<file path="src/rtl/alu_defines.sv">
// alu_defines: ALU operation codes shared between decode and the ALU.
package alu_defines;
  localparam int ALU_OP_WIDTH = 4;
  localparam logic [ALU_OP_WIDTH-1:0] ALU_ADD  = 4'd0;
  localparam logic [ALU_OP_WIDTH-1:0] ALU_SUB  = 4'd1;
  localparam logic [ALU_OP_WIDTH-1:0] ALU_SLL  = 4'd2;
  localparam logic [ALU_OP_WIDTH-1:0] ALU_LTS  = 4'd3;
  localparam logic [ALU_OP_WIDTH-1:0] ALU_LTU  = 4'd4;
  localparam logic [ALU_OP_WIDTH-1:0] ALU_XOR  = 4'd5;
  localparam logic [ALU_OP_WIDTH-1:0] ALU_SRL  = 4'd6;
  localparam logic [ALU_OP_WIDTH-1:0] ALU_SRA  = 4'd7;
  localparam logic [ALU_OP_WIDTH-1:0] ALU_OR   = 4'd8;
  localparam logic [ALU_OP_WIDTH-1:0] ALU_AND  = 4'd9;
  localparam logic [ALU_OP_WIDTH-1:0] ALU_EQ   = 4'd10;
  localparam logic [ALU_OP_WIDTH-1:0] ALU_NE   = 4'd11;
  localparam logic [ALU_OP_WIDTH-1:0] ALU_GES  = 4'd12;
  localparam logic [ALU_OP_WIDTH-1:0] ALU_GEU  = 4'd13;
  localparam logic [ALU_OP_WIDTH-1:0] ALU_PASS = 4'd14;
endpackage

</file>
<file path="src/rtl/riscv_defines.sv">
// riscv_defines: RV32I encodings, the registered execute bundle and funct3-to-op helpers.
package riscv_defines;
  import alu_defines::*;
  localparam int RISCV_WORD_WIDTH = 32;
  localparam logic [6:0] OPC_LUI      = 7'b0110111;
  localparam logic [6:0] OPC_AUIPC    = 7'b0010111;
  localparam logic [6:0] OPC_JAL      = 7'b1101111;
  localparam logic [6:0] OPC_JALR     = 7'b1100111;
  localparam logic [6:0] OPC_BRANCH   = 7'b1100011;
  localparam logic [6:0] OPC_LOAD     = 7'b0000011;
  localparam logic [6:0] OPC_STORE    = 7'b0100011;
  localparam logic [6:0] OPC_OP_IMM   = 7'b0010011;
  localparam logic [6:0] OPC_OP       = 7'b0110011;
  localparam logic [6:0] OPC_MISC_MEM = 7'b0001111;
  localparam logic [6:0] OPC_SYSTEM   = 7'b1110011;
  localparam logic [2:0] F3_ADD = 3'b000;
  localparam logic [2:0] F3_SLL = 3'b001;
  localparam logic [2:0] F3_SR  = 3'b101;
  localparam logic [6:0] F7_ZERO = 7'h00;
  localparam logic [6:0] F7_ALT  = 7'h20;
  typedef struct packed {
    logic [ALU_OP_WIDTH-1:0]     alu_op;
    logic [RISCV_WORD_WIDTH-1:0] operand_a;
    logic [RISCV_WORD_WIDTH-1:0] operand_b;
    logic [4:0]                  rd_addr;
    logic                        rd_we;
    logic                        branch;
    logic                        jump;
    logic [RISCV_WORD_WIDTH-1:0] target;
    logic                        mem_re;
    logic                        mem_we;
    logic [2:0]                  funct3;
    logic [RISCV_WORD_WIDTH-1:0] store_data;
    logic [RISCV_WORD_WIDTH-1:0] pc;
    logic                        illegal;
  } decode_bundle_t;
  function automatic logic [ALU_OP_WIDTH-1:0] arith_op(input logic [2:0] f3, input logic alt);
    case (f3)
      3'b000:  return alt ? ALU_SUB : ALU_ADD;
      3'b001:  return ALU_SLL;
      3'b010:  return ALU_LTS;
      3'b011:  return ALU_LTU;
      3'b100:  return ALU_XOR;
      3'b101:  return alt ? ALU_SRA : ALU_SRL;
      3'b110:  return ALU_OR;
      default: return ALU_AND;
    endcase
  endfunction
  function automatic logic [ALU_OP_WIDTH-1:0] branch_op(input logic [2:0] f3);
    case (f3)
      3'b000:  return ALU_EQ;
      3'b001:  return ALU_NE;
      3'b100:  return ALU_LTS;
      3'b101:  return ALU_GES;
      3'b110:  return ALU_LTU;
      3'b111:  return ALU_GEU;
      default: return ALU_PASS;
    endcase
  endfunction
endpackage

</file>
<file path="src/rtl/imm_gen.sv">
// imm_gen: sign-extended immediate of the format implied by the opcode.
module imm_gen
  import riscv_defines::*;
(
  input  logic [31:0] instr_i,
  output logic [31:0] imm_o
);
  logic [6:0] opc;
  assign opc = instr_i[6:0];
  always_comb begin
    imm_o = (opc == OPC_OP_IMM || opc == OPC_LOAD || opc == OPC_JALR) ? {{20{instr_i[31]}}, instr_i[31:20]} :
            (opc == OPC_STORE)  ? {{20{instr_i[31]}}, instr_i[31:25], instr_i[11:7]} :
            (opc == OPC_BRANCH) ? {{20{instr_i[31]}}, instr_i[7], instr_i[30:25], instr_i[11:8], 1'b0} :
            (opc == OPC_LUI || opc == OPC_AUIPC) ? {instr_i[31:12], 12'b0} :
            (opc == OPC_JAL)    ? {{12{instr_i[31]}}, instr_i[19:12], instr_i[20], instr_i[30:21], 1'b0} :
            32'b0;
  end
endmodule

</file>
<file path="src/rtl/decode_stage.sv">
// decode_stage: RV32I decode, turning a fetched instruction into a registered execute bundle.
module decode_stage
  import alu_defines::*;
  import riscv_defines::*;
(
  input  logic                        clk_i,
  input  logic                        rst_i,
  input  logic                        instr_valid_i,
  output logic                        instr_ready_o,
  input  logic [31:0]                 instr_i,
  input  logic [31:0]                 pc_i,
  output logic [4:0]                  rs1_addr_o,
  output logic [4:0]                  rs2_addr_o,
  input  logic [31:0]                 rs1_data_i,
  input  logic [31:0]                 rs2_data_i,
  input  logic                        flush_i,
  output logic                        ex_valid_o,
  input  logic                        ex_ready_i,
  output logic [ALU_OP_WIDTH-1:0]     ex_alu_op_o,
  output logic [31:0]                 ex_operand_a_o,
  output logic [31:0]                 ex_operand_b_o,
  output logic [4:0]                  ex_rd_addr_o,
  output logic                        ex_rd_we_o,
  output logic                        ex_branch_o,
  output logic                        ex_jump_o,
  output logic [31:0]                 ex_target_o,
  output logic                        ex_mem_re_o,
  output logic                        ex_mem_we_o,
  output logic [2:0]                  ex_funct3_o,
  output logic [31:0]                 ex_store_data_o,
  output logic [31:0]                 ex_pc_o,
  output logic                        ex_illegal_o
);
  logic [6:0] opc, f7;
  logic [2:0] f3;
  logic [31:0] imm;
  logic accept, ill, we, valid_q, valid_d;
  decode_bundle_t bundle_d, bundle_q;
  assign opc = instr_i[6:0];
  assign f3 = instr_i[14:12];
  assign f7 = instr_i[31:25];
  assign rs1_addr_o = instr_i[19:15];
  assign rs2_addr_o = instr_i[24:20];
  assign instr_ready_o = !flush_i && (!valid_q || ex_ready_i);
  assign accept = instr_valid_i && instr_ready_o;
  imm_gen u_imm_gen (.instr_i(instr_i), .imm_o(imm));
  always_comb begin
    bundle_d = '0;
    bundle_d.alu_op = ALU_PASS;
    bundle_d.rd_addr = instr_i[11:7];
    bundle_d.funct3 = f3;
    bundle_d.store_data = rs2_data_i;
    bundle_d.pc = pc_i;
    ill = 1'b0;
    we = 1'b0;
    case (opc)
      OPC_LUI: begin
        bundle_d.operand_a = imm;
        we = 1'b1;
      end
      OPC_AUIPC: begin
        bundle_d.operand_a = pc_i;
        bundle_d.operand_b = imm;
        bundle_d.alu_op = ALU_ADD;
        we = 1'b1;
      end
      OPC_OP_IMM: begin
        bundle_d.operand_a = rs1_data_i;
        bundle_d.operand_b = (f3 == F3_SLL || f3 == F3_SR) ? {27'b0, imm[4:0]} : imm;
        bundle_d.alu_op = arith_op(f3, f3 == F3_SR && f7 == F7_ALT);
        we = 1'b1;
        ill = (f3 == F3_SLL && f7 != F7_ZERO) || (f3 == F3_SR && f7 != F7_ZERO && f7 != F7_ALT);
      end
      OPC_OP: begin
        bundle_d.operand_a = rs1_data_i;
        bundle_d.operand_b = rs2_data_i;
        bundle_d.alu_op = arith_op(f3, f7 == F7_ALT);
        we = 1'b1;
        ill = !(f7 == F7_ZERO || (f7 == F7_ALT && (f3 == F3_ADD || f3 == F3_SR)));
      end
      OPC_BRANCH: begin
        bundle_d.operand_a = rs1_data_i;
        bundle_d.operand_b = rs2_data_i;
        bundle_d.alu_op = branch_op(f3);
        bundle_d.branch = 1'b1;
        bundle_d.target = pc_i + imm;
        ill = (f3 == 3'b010 || f3 == 3'b011);
      end
      OPC_JAL, OPC_JALR: begin
        bundle_d.operand_a = pc_i;
        bundle_d.operand_b = 32'd4;
        bundle_d.alu_op = ALU_ADD;
        bundle_d.jump = 1'b1;
        bundle_d.target = (opc == OPC_JAL) ? pc_i + imm : (rs1_data_i + imm) & ~32'd1;
        we = 1'b1;
        ill = (opc == OPC_JALR && f3 != 3'b000);
      end
      OPC_LOAD, OPC_STORE: begin
        bundle_d.operand_a = rs1_data_i;
        bundle_d.operand_b = imm;
        bundle_d.alu_op = ALU_ADD;
        bundle_d.mem_re = (opc == OPC_LOAD);
        bundle_d.mem_we = (opc == OPC_STORE);
        we = (opc == OPC_LOAD);
        ill = (opc == OPC_LOAD) ? (f3 == 3'b011 || f3 == 3'b110 || f3 == 3'b111) : (f3 > 3'b010);
      end
      OPC_MISC_MEM: ill = (f3 != 3'b000);
      default: ill = 1'b1;
    endcase
    ill = ill || (instr_i[1:0] != 2'b11);
    bundle_d.illegal = ill;
    bundle_d.rd_we = we && !ill && (instr_i[11:7] != 5'd0);
    bundle_d.branch = bundle_d.branch && !ill;
    bundle_d.jump = bundle_d.jump && !ill;
    bundle_d.mem_re = bundle_d.mem_re && !ill;
    bundle_d.mem_we = bundle_d.mem_we && !ill;
  end
  assign valid_d = flush_i ? 1'b0 : accept ? 1'b1 : ex_ready_i ? 1'b0 : valid_q;
  always_ff @(posedge clk_i or posedge rst_i) begin
    if (rst_i) begin
      valid_q <= 1'b0;
      bundle_q <= '0;
      bundle_q.alu_op <= ALU_PASS;
    end else begin
      valid_q <= valid_d;
      if (accept) bundle_q <= bundle_d;
    end
  end
  assign ex_valid_o = valid_q;
  assign ex_alu_op_o = bundle_q.alu_op;
  assign ex_operand_a_o = bundle_q.operand_a;
  assign ex_operand_b_o = bundle_q.operand_b;
  assign ex_rd_addr_o = bundle_q.rd_addr;
  assign ex_rd_we_o = bundle_q.rd_we;
  assign ex_branch_o = bundle_q.branch;
  assign ex_jump_o = bundle_q.jump;
  assign ex_target_o = bundle_q.target;
  assign ex_mem_re_o = bundle_q.mem_re;
  assign ex_mem_we_o = bundle_q.mem_we;
  assign ex_funct3_o = bundle_q.funct3;
  assign ex_store_data_o = bundle_q.store_data;
  assign ex_pc_o = bundle_q.pc;
  assign ex_illegal_o = bundle_q.illegal;
endmodule

</file>
<file path="config.mk">
export PLATFORM = sky130hd
export DESIGN_NAME = decode_stage
export DESIGN_NICKNAME = d
export VERILOG_FILES = /design/src/rtl/alu_defines.sv /design/src/rtl/riscv_defines.sv /design/src/rtl/imm_gen.sv /design/src/rtl/decode_stage.sv
export SDC_FILE = /design/constraint.sdc
export NUM_CORES = 1
export LEC_CHECK = 0
export BUFFER_PORTS_ARGS = -buffer_cell sky130_fd_sc_hd__buf_2
export CORE_MARGIN = 2
export CORE_UTILIZATION = 30
export DETAILED_ROUTE_END_ITERATION = 6
export PLACE_DENSITY = 0.54
export SYNTH_ARGS = -nofsm -noshare
export SYNTH_HDL_FRONTEND = slang
export SYNTH_SLANG_ARGS = --single-unit
</file>
<file path="constraint.sdc">
create_clock -name clk_i -period 6.6 [get_ports clk_i]
set_input_delay 0.99 -clock clk_i [delete_from_list [all_inputs] [get_ports clk_i]]
set_output_delay 0.99 -clock clk_i [all_outputs]
set_load 0.005 [all_outputs]
</file>
==> impl_results.html, run 1 <==
<table>
<tr><th>Metric</th><th>Value</th></tr>
<tr><th colspan="2">Outcome</th></tr>
<tr><td>Result of the run</td><td>finished, final reports clean</td></tr>
<tr><th colspan="2">Die</th></tr>
<tr><td>Effective utilization at floorplan</td><td>0.304</td></tr>
<tr><td>Core Area</td><td>37600 um2</td></tr>
<tr><td>Die Height</td><td>199 um</td></tr>
<tr><td>Chip width</td><td>199 um</td></tr>
<tr><td>Number of standard-cell rows in the floorplan</td><td>71</td></tr>
<tr><td>Die Footprint</td><td>39600 um2</td></tr>
<tr><td>Top-Level Pins</td><td>323</td></tr>
<tr><th colspan="2">Layout</th></tr>
<tr><td>Layout Area Growth over Synthesis</td><td>24.1%</td></tr>
<tr><td>Fraction of layout cells with a size suffix above 1</td><td>0.238</td></tr>
<tr><td>Nets</td><td>1864</td></tr>
<tr><td>Post-layout util</td><td>0.377</td></tr>
<tr><td>Layout Cells excl Fill</td><td>~2200</td></tr>
<tr><th colspan="2">Timing</th></tr>
<tr><td>Final hold violations</td><td>0</td></tr>
<tr><td>Shortest clock period the worst path allows after layout</td><td>between 5000 and 6000 ps</td></tr>
<tr><td>Max Slew Vio Count</td><td>0</td></tr>
<tr><td>Worst-case clock skew</td><td>9.18 ps</td></tr>
<tr><td>Slew HR</td><td>0.214</td></tr>
<tr><td>Final critical-path share of the clock period</td><td>0.812</td></tr>
<tr><td>Accumulated negative setup slack</td><td>0 ps</td></tr>
<tr><td>Setup violators final</td><td>0</td></tr>
<tr><td>Max Fclk</td><td>187 MHz</td></tr>
<tr><td>Unrepaired setup endpoints after global routing</td><td>false</td></tr>
<tr><td>Slew @ Worst Pin</td><td>around 1200 ps</td></tr>
<tr><td>Worst hold-check slack</td><td>467 ps</td></tr>
<tr><th colspan="2">Detailed routing</th></tr>
<tr><td>Total length of routed wires</td><td>about 47000 um</td></tr>
<tr><td>Via-per-instance ratio</td><td>5.31</td></tr>
<tr><td>DRC marker count from the first detailed-route iteration</td><td>931</td></tr>
<tr><td>Post-detailed-route wirelength per cell</td><td>between 20 and 25 um</td></tr>
<tr><td>DRC violations left</td><td>0</td></tr>
<tr><td>Drt pass-1 iters</td><td>6</td></tr>
<tr><td>Count of nets left with antenna violations after detail routing</td><td>0</td></tr>
<tr><td>Total vias in the final route</td><td>around 12000</td></tr>
<tr><th colspan="2">Placement</th></tr>
<tr><td>Number of placed cells counting well taps</td><td>approximately 2200</td></tr>
<tr><td>Estimated wirelength of the detail-placed design</td><td>35200 um</td></tr>
<tr><td>Port Buffers</td><td>322</td></tr>
<tr><td>GP Congestion</td><td>0.897</td></tr>
<tr><th colspan="2">Critical path</th></tr>
<tr><td>Worst path max stage delay</td><td>960 ps</td></tr>
<tr><td>Family with the most delay on the worst path</td><td>compound AO/OA/AOI/OAI gates</td></tr>
<tr><td>Worst Setup End Kind</td><td>flip-flop</td></tr>
<tr><td>Cell seen most often among critical-path stages</td><td>sky130_fd_sc_hd__a21o_1</td></tr>
<tr><td>Worst-case register-to-register setup slack</td><td>3890 ps</td></tr>
<tr><td>Endpoint of the lowest-slack register-to-register path</td><td>ex_target_o[31]</td></tr>
<tr><td>Crit Reg-Reg Startpoint</td><td>ex_valid_o</td></tr>
<tr><td>Worst reg-to-reg path cell count</td><td>6</td></tr>
<tr><td>WP buf/inv</td><td>1</td></tr>
<tr><td>Required arrival time at the worst endpoint</td><td>between 6000 and 7000 ps</td></tr>
<tr><td>Critical path arrival</td><td>5690 ps</td></tr>
<tr><td>Worst-path fanout max</td><td>12</td></tr>
<tr><td>Critical-path cell with the highest stage delay</td><td>sky130_fd_sc_hd__o21ai_0</td></tr>
<tr><td>Critical Path, Cell by Cell</td><td>buf_2, nand2_1, nor3_1, and3_1, a21boi_0, o21ai_0, ha_1, a21o_1, a21o_1, a21o_1, a21oi_1, o21ai_0, a41oi_1, xnor2_1, a22oi_1, o31ai_1</td></tr>
<tr><td>Worst Path Class, Setup</td><td>input pin to flip-flop</td></tr>
<tr><td>Sort of element at the start of the critical path</td><td>input pin</td></tr>
<tr><th colspan="2">Clock tree</th></tr>
<tr><td>Sinks on Clock Net</td><td>approximately 180</td></tr>
<tr><td>H-tree depth</td><td>4</td></tr>
<tr><td>Hold-fix buffers, CTS</td><td>0</td></tr>
<tr><td>CTS tree</td><td>built</td></tr>
<tr><td>Clock latency on the worst-skew pair</td><td>450 ps</td></tr>
<tr><td>CTS max path bufs</td><td>2</td></tr>
<tr><td>Clock buffers created by TritonCTS</td><td>17</td></tr>
<tr><td>Register clock-pin slew on the reported worst setup and hold paths</td><td>70 ps</td></tr>
<tr><td>Count of instances resized after the clock tree is built</td><td>0</td></tr>
<tr><td>Root buffer cell</td><td>sky130_fd_sc_hd__clkbuf_16</td></tr>
<tr><td>Buffer count from post-CTS setup fixing</td><td>0</td></tr>
<tr><th colspan="2">Global routing</th></tr>
<tr><td>Vias in the first global route</td><td>11265</td></tr>
<tr><td>Maximum number of pins on one net before global-route repair</td><td>79</td></tr>
<tr><td>Antenna violations before repair</td><td>1</td></tr>
<tr><td>Total Routing Usage GR</td><td>0.238</td></tr>
<tr><td>Residual overflow from global routing</td><td>0</td></tr>
<tr><td>Global-route wire length before repair</td><td>70200 um</td></tr>
<tr><th colspan="2">Min path</th></tr>
<tr><td>Worst hold path depth</td><td>2</td></tr>
<tr><td>Origin of the worst min-delay path</td><td>ex_store_data_o[25]</td></tr>
<tr><td>Worst-case hold path end point</td><td>ex_store_data_o[25]</td></tr>
<tr><td>Hold crit path type</td><td>flip-flop to flip-flop</td></tr>
<tr><th colspan="2">Yosys</th></tr>
<tr><td>Post-Syn Nets</td><td>1588</td></tr>
<tr><td>Number of distinct library cells after synthesis</td><td>66</td></tr>
<tr><td>Top_reg_cell synth</td><td>sky130_fd_sc_hd__dfrtp_1</td></tr>
<tr><td>Post-Syn Area</td><td>roughly 11000 um2</td></tr>
<tr><td>Yosys warns</td><td>0</td></tr>
<tr><td>EDFF count, synth</td><td>0</td></tr>
<tr><td>Gate Count Post-Synth</td><td>1386</td></tr>
<tr><td>Seq cells post-synth</td><td>179</td></tr>
<tr><td>Mean instance size in the synthesized netlist</td><td>slightly above 8 um2</td></tr>
<tr><td>Share of async-settable or async-resettable flops after synthesis</td><td>1.00</td></tr>
<tr><td>Proportion of synthesized chip area in sequential cells</td><td>0.393</td></tr>
<tr><th colspan="2">Power</th></tr>
<tr><td>Leakage power summed over all cells</td><td>7.16 nW</td></tr>
<tr><td>Pwr Total</td><td>approximately 0.0029 W</td></tr>
<tr><td>Pwr per Cell Area</td><td>207 nW/um2</td></tr>
<tr><td>Peak VDD IR</td><td>186 uV</td></tr>
<tr><th colspan="2">Run</th></tr>
<tr><td>Total of max-cap violations</td><td>0</td></tr>
</table>
## placed cells by master, fill, tap and decap left out, types with 11 or more instances in the layout
| cell | instances |
|---|---|
| sky130_fd_sc_hd__o21ai_0 | 139 |
| sky130_fd_sc_hd__buf_2 | 322 |
| sky130_fd_sc_hd__a21o_1 | 20 |
| sky130_fd_sc_hd__and2_1 | 15 |
| sky130_fd_sc_hd__a211oi_1 | 11 |
| sky130_fd_sc_hd__and3_1 | 11 |
| sky130_fd_sc_hd__clkbuf_16 | 17 |
| sky130_fd_sc_hd__dfrtp_1 | 176 |
| sky130_fd_sc_hd__ha_1 | 67 |
| sky130_fd_sc_hd__a222oi_1 | 21 |
| sky130_fd_sc_hd__nand3_1 | 20 |
| sky130_fd_sc_hd__a21oi_1 | 70 |
| sky130_fd_sc_hd__nor3_1 | 13 |
| sky130_fd_sc_hd__nor2_1 | 79 |
| sky130_fd_sc_hd__a221oi_1 | 18 |
| sky130_fd_sc_hd__nand2_1 | 374 |
| sky130_fd_sc_hd__inv_1 | 18 |
| sky130_fd_sc_hd__xor2_1 | 17 |
| sky130_fd_sc_hd__xnor2_1 | 40 |
| sky130_fd_sc_hd__buf_4 | 18 |
| sky130_fd_sc_hd__a22oi_1 | 48 |
## per-layer routing
layer,vias to the layer above,global-route usage,part of all wire
li1,5486,-,-
met1,5594,0.321,0.44
met2,485,0.385,0.46
met3,46,0.0464,0.075
met4,0,0.0721,0.022
met5,-,0,0
## synthesized netlist by cell type (8+ instances only)
library cell | count | area [um2]
sky130_fd_sc_hd__nand2_1 | 375 | 1410
sky130_fd_sc_hd__dfrtp_1 | 176 | 4400
sky130_fd_sc_hd__o21ai_0 | 139 | 696
sky130_fd_sc_hd__nor2_1 | 79 | 297
sky130_fd_sc_hd__a21oi_1 | 70 | 350
sky130_fd_sc_hd__ha_1 | 67 | 838
sky130_fd_sc_hd__clkbuf_1 | 60 | 225
sky130_fd_sc_hd__a22oi_1 | 48 | 360
sky130_fd_sc_hd__xnor2_1 | 40 | 350
sky130_fd_sc_hd__a222oi_1 | 21 | 210
sky130_fd_sc_hd__a21o_1 | 20 | 150
sky130_fd_sc_hd__nand3_1 | 20 | 100
sky130_fd_sc_hd__inv_1 | 19 | 71.3
sky130_fd_sc_hd__a221oi_1 | 18 | 158
sky130_fd_sc_hd__xor2_1 | 17 | 149
sky130_fd_sc_hd__and2_1 | 16 | 100
sky130_fd_sc_hd__nor3_1 | 13 | 65.1
sky130_fd_sc_hd__buf_4 | 12 | 90.1
sky130_fd_sc_hd__a211oi_1 | 11 | 82.6
sky130_fd_sc_hd__and3_1 | 11 | 68.8
sky130_fd_sc_hd__nor2b_1 | 10 | 62.6
sky130_fd_sc_hd__a22o_1 | 9 | 78.8
sky130_fd_sc_hd__a31oi_1 | 8 | 50.1
## worst min-delay path, stage by stage, from the launching register on
cell	delay, ps
sky130_fd_sc_hd__dfrtp_1	340
sky130_fd_sc_hd__nand2_1	50
sky130_fd_sc_hd__nand2_1	50
## sequential cells by signal (all words and copies together), names as in the netlist, 3 cells and up
name	cells
ex_operand_b_o	32
ex_alu_op_o	4
ex_store_data_o	32
ex_rd_addr_o	5
ex_funct3_o	3
ex_pc_o	32
ex_target_o	32
ex_operand_a_o	32
## through the flow
step	worst slack [ps]	area, um2
6_report	1240	14200
5_1_grt	840	14200
4_1_cts	1400	14200
3_5_place_dp	903	13500
3_3_place_gp	980	13500
2_1_floorplan	756	11400
## cells by family (layout without fill, tap and decap cells)
group | after synthesis | after routing | synth area share
muxes | 1 | 1 | 0.000877
AOI/OAI and AO/OA | 413 | 413 | 0.239
adders and majority gates | 69 | 69 | 0.0770
DFF | 179 | 179 | 0.393
and+or+nand+nor | 565 | 565 | 0.209
other | 0 | 1 | 0
buffers and inverters | 102 | 391 | 0.0383
xor gates and xnor gates | 57 | 57 | 0.0437
## cell type report
type,count,area (um2)
antenna,1,2.50
clock buffer,20,467
clock inverter,12,191
fill,3965,23400
inverter,19,78.8
multi-input combinational,1105,6560
sequential,179,4480
tap,511,639
timing repair buffer,340,1750
## where the power goes
group | switching (W) | internal, W | total (W)
sequential | 0.0000410 | 0.00118 | 0.00122
combinational | 0.000329 | 0.000202 | 0.000531
clock | 0.000502 | 0.000675 | 0.00118
## worst max path at each step
| stage | startpoint | end | slack, ps | depth (start not counted) |
|---|---|---|---|---|
| after CTS | instr_i[5] | ex_target_o[28] | 1400 | 15 |
| after global routing | instr_i[4] | ex_target_o[30] | 840 | 15 |
| after floorplan | rst_i | ex_alu_op_o[0] | 760 | 1 |
| after global placement | instr_i[5] | ex_target_o[28] | 980 | 15 |
| final | instr_i[5] | ex_target_o[30] | 1240 | 16 |
| after detailed placement | instr_i[5] | ex_target_o[28] | 900 | 15 |
Note: power is estimated with default switching activity, not from simulation.
==> run 2: changes to the inputs <==
==> constraint.sdc (replaced) <==
create_clock -name clk_i -period 5.13 [get_ports clk_i]
set_input_delay 0.7695 -clock clk_i [delete_from_list [all_inputs] [get_ports clk_i]]
set_output_delay 0.7695 -clock clk_i [all_outputs]
set_load 0.005 [all_outputs]
==> run 2 against run 1 <==
Compared with the run above: clock skew grew 0.57 ps; register-to-register slack lost 1500 ps; sequential cell count is the same; worst hold slack better by 3.3 ps; sequential power increased by 29%; non-clock buffer count up 19; clock power up 14%; largest power group unchanged.
==> impl_results.html, run 2 (same netlist as run 1, synthesis figures left out) <==
<table>
<tr><th>Metric</th><th>Value</th></tr>
<tr><th colspan="2">Min path</th></tr>
<tr><td>Hold crit path type</td><td>input pin to async pin</td></tr>
<tr><th colspan="2">Clock tree</th></tr>
<tr><td>CTS max path bufs</td><td>2</td></tr>
<tr><td>CTS tree</td><td>built</td></tr>
<tr><td>Hold-fix buffers, CTS</td><td>0</td></tr>
<tr><td>Count of instances resized after the clock tree is built</td><td>0</td></tr>
<tr><td>Clock buffers created by TritonCTS</td><td>17</td></tr>
<tr><td>Root buffer cell</td><td>sky130_fd_sc_hd__clkbuf_16</td></tr>
<tr><td>Register clock-pin slew on the reported worst setup and hold paths</td><td>80 ps</td></tr>
<tr><td>Sinks on Clock Net</td><td>179</td></tr>
<tr><td>Clock latency on the worst-skew pair</td><td>450 ps</td></tr>
<tr><td>H-tree depth</td><td>4</td></tr>
<tr><td>Buffer count from post-CTS setup fixing</td><td>0</td></tr>
<tr><th colspan="2">Timing</th></tr>
<tr><td>Slew @ Worst Pin</td><td>1180 ps</td></tr>
<tr><td>Slew HR</td><td>0.213</td></tr>
<tr><td>Max Fclk</td><td>222 MHz</td></tr>
<tr><td>Shortest clock period the worst path allows after layout</td><td>between 4000 and 5000 ps</td></tr>
<tr><td>Accumulated negative setup slack</td><td>0 ps</td></tr>
<tr><td>Worst-case clock skew</td><td>9.76 ps</td></tr>
<tr><td>Unrepaired setup endpoints after global routing</td><td>false</td></tr>
<tr><td>Final critical-path share of the clock period</td><td>0.877</td></tr>
<tr><td>Final hold violations</td><td>0</td></tr>
<tr><td>Max Slew Vio Count</td><td>0</td></tr>
<tr><td>Setup WS post-layout</td><td>629 ps</td></tr>
<tr><td>Setup violators final</td><td>0</td></tr>
<tr><th colspan="2">Power</th></tr>
<tr><td>Part of the total power dissipated in sequential elements</td><td>0.437</td></tr>
<tr><td>Clock share of power</td><td>0.373</td></tr>
<tr><td>Sw power</td><td>about 0.0011 W</td></tr>
<tr><td>Peak VDD IR</td><td>between 200 and 250 uV</td></tr>
<tr><td>Sw Share</td><td>0.308</td></tr>
<tr><td>Pwr Total</td><td>roughly 0.0036 W</td></tr>
<tr><td>Leakage power summed over all cells</td><td>7.21 nW</td></tr>
<tr><td>Internal Power</td><td>approximately 0.0025 W</td></tr>
<tr><td>Logic pwr share</td><td>0.190</td></tr>
<tr><td>Pwr per Cell Area</td><td>253 nW/um2</td></tr>
<tr><th colspan="2">Critical path</th></tr>
<tr><td>Endpoint of the lowest-slack register-to-register path</td><td>ex_alu_op_o[1]</td></tr>
<tr><td>Worst Setup End Kind</td><td>flip-flop</td></tr>
<tr><td>Worst-case register-to-register setup slack</td><td>~2400 ps</td></tr>
<tr><td>Critical path arrival</td><td>4830 ps</td></tr>
<tr><td>Sort of element at the start of the critical path</td><td>input pin</td></tr>
<tr><td>Crit Reg-Reg Startpoint</td><td>ex_valid_o</td></tr>
<tr><td>Required arrival time at the worst endpoint</td><td>5460 ps</td></tr>
<tr><td>Worst reg-to-reg path cell count</td><td>5</td></tr>
<tr><td>Worst-path fanout max</td><td>12</td></tr>
<tr><td>Worst Path Class, Setup</td><td>input pin to flip-flop</td></tr>
<tr><th colspan="2">Die</th></tr>
<tr><td>Effective utilization at floorplan</td><td>0.304</td></tr>
<tr><td>Chip width</td><td>199 um</td></tr>
<tr><td>Top-Level Pins</td><td>~320</td></tr>
<tr><td>Die Height</td><td>199 um</td></tr>
<tr><td>Die Footprint</td><td>39600 um2</td></tr>
<tr><td>Core Area</td><td>~38000 um2</td></tr>
<tr><td>Number of standard-cell rows in the floorplan</td><td>71</td></tr>
<tr><th colspan="2">Global routing</th></tr>
<tr><td>Maximum number of pins on one net before global-route repair</td><td>97</td></tr>
<tr><td>Global-route wire length before repair</td><td>69600 um</td></tr>
<tr><td>Total Routing Usage GR</td><td>0.235</td></tr>
<tr><td>Antenna violations before repair</td><td>4</td></tr>
<tr><td>Residual overflow from global routing</td><td>0</td></tr>
<tr><td>Vias in the first global route</td><td>11305</td></tr>
<tr><th colspan="2">Detailed routing</th></tr>
<tr><td>Count of nets left with antenna violations after detail routing</td><td>0</td></tr>
<tr><td>Drt pass-1 iters</td><td>6</td></tr>
<tr><td>DRC violations left</td><td>0</td></tr>
<tr><td>Post-detailed-route wirelength per cell</td><td>21.1 um</td></tr>
<tr><td>Total length of routed wires</td><td>46500 um</td></tr>
<tr><td>Total vias in the final route</td><td>11745</td></tr>
<tr><td>Via-per-instance ratio</td><td>5.33</td></tr>
<tr><td>DRC marker count from the first detailed-route iteration</td><td>830</td></tr>
<tr><th colspan="2">Outcome</th></tr>
<tr><td>Result of the run</td><td>finished, final reports clean</td></tr>
<tr><th colspan="2">Placement</th></tr>
<tr><td>Worst-case setup slack after placement</td><td>-83.7 ps</td></tr>
<tr><td>Cell area after placement</td><td>about 14000 um2</td></tr>
<tr><td>Port Buffers</td><td>322</td></tr>
<tr><td>GP Congestion</td><td>0.895</td></tr>
<tr><td>Estimated wirelength of the detail-placed design</td><td>~35000 um</td></tr>
<tr><th colspan="2">Layout</th></tr>
<tr><td>Area of all placed cells without fillers</td><td>14200 um2</td></tr>
<tr><td>Layout Area Growth over Synthesis</td><td>24.8%</td></tr>
<tr><td>Fraction of layout cells with a size suffix above 1</td><td>0.246</td></tr>
<tr><td>Commonest cells after routing, fill and taps aside</td><td>sky130_fd_sc_hd__nand2_1 (374), sky130_fd_sc_hd__buf_2 (322), sky130_fd_sc_hd__dfrtp_1 (176)</td></tr>
<tr><td>Nets</td><td>1883</td></tr>
<tr><td>Antenna diodes</td><td>0</td></tr>
<tr><td>Leading cell type in the layout, fill and taps excluded</td><td>sky130_fd_sc_hd__nand2_1</td></tr>
<tr><td>Post-layout util</td><td>0.379</td></tr>
<tr><th colspan="2">Run</th></tr>
<tr><td>Total of max-cap violations</td><td>0</td></tr>
</table>
run 2: cell count changes in the layout (fill, tap and decap cells not counted), sizes merged:
| cell | change |
|---|---|
| buf | +19 |
| bufinv | -3 |
| clkinvlp | +3 |
| diode | -1 |
run 2: layout make-up:
cell class | instances | area, um2
Fill cell | 4006 | 23300
Clock inverter | 12 | 119
Sequential cell | 179 | 4480
Multi-Input combinational cell | 1105 | 6570
Inverter | 19 | 75.1
Tap cell | 511 | 639
Timing Repair Buffer | 359 | 1900
Clock buffer | 20 | 457
run 2: metal layers:
| layer | wire, um | global-route usage |
|---|---|---|
| met2 | 21700 | 0.380 |
| met4 | 694 | 0.0539 |
| met1 | 20600 | 0.315 |
| met3 | 3470 | 0.0572 |
| met5 | 51 | 0 |
run 2: through the flow:
stage | cells | hold slack, ps
after CTS | 2205 | 446
final | 2205 | 470
after global routing | 2205 | 455
after detailed placement | 2173 | 456
after global placement | 2173 | 451
after floorplan | 1386 | 463
run 2: worst max-delay path, cell delays in order:
cell                       delay, ps
sky130_fd_sc_hd__buf_2           190
sky130_fd_sc_hd__nand2_1         170
sky130_fd_sc_hd__nor3_1           80
sky130_fd_sc_hd__and3_1          280
sky130_fd_sc_hd__a21boi_1        740
sky130_fd_sc_hd__o21ai_0         200
sky130_fd_sc_hd__buf_4           190
sky130_fd_sc_hd__ha_1            340
sky130_fd_sc_hd__a21oi_1         110
sky130_fd_sc_hd__o21ai_0         390
sky130_fd_sc_hd__or3_1           160
sky130_fd_sc_hd__o21ai_0          80
sky130_fd_sc_hd__a21oi_1         440
sky130_fd_sc_hd__a41oi_1         230
sky130_fd_sc_hd__xnor2_1         170
sky130_fd_sc_hd__a22oi_1         170
sky130_fd_sc_hd__o31ai_1         110
run 2: worst max-delay path by stage:
stage / from / to / cells after the start
2_1_floorplan: instr_i[6] / ex_target_o[27] / 17
3_3_place_gp: instr_i[5] / ex_target_o[30] / 17
3_5_place_dp: instr_i[5] / ex_target_o[30] / 17
4_1_cts: instr_i[5] / ex_target_o[30] / 17
5_1_grt: instr_i[5] / ex_target_o[30] / 17
6_report: instr_i[5] / ex_target_o[30] / 17
run 2: power by group through the flow:
stage / clock network [W] / registers (W) / logic, W
floorplan: 0 / 0.00161 / 0.000348
global placement: 0 / 0.00159 / 0.000691
detailed placement: 0 / 0.00160 / 0.000690
CTS: 0.00138 / 0.00157 / 0.000693
global route: 0.00143 / 0.00158 / 0.000769
finish: 0.00134 / 0.00157 / 0.000685
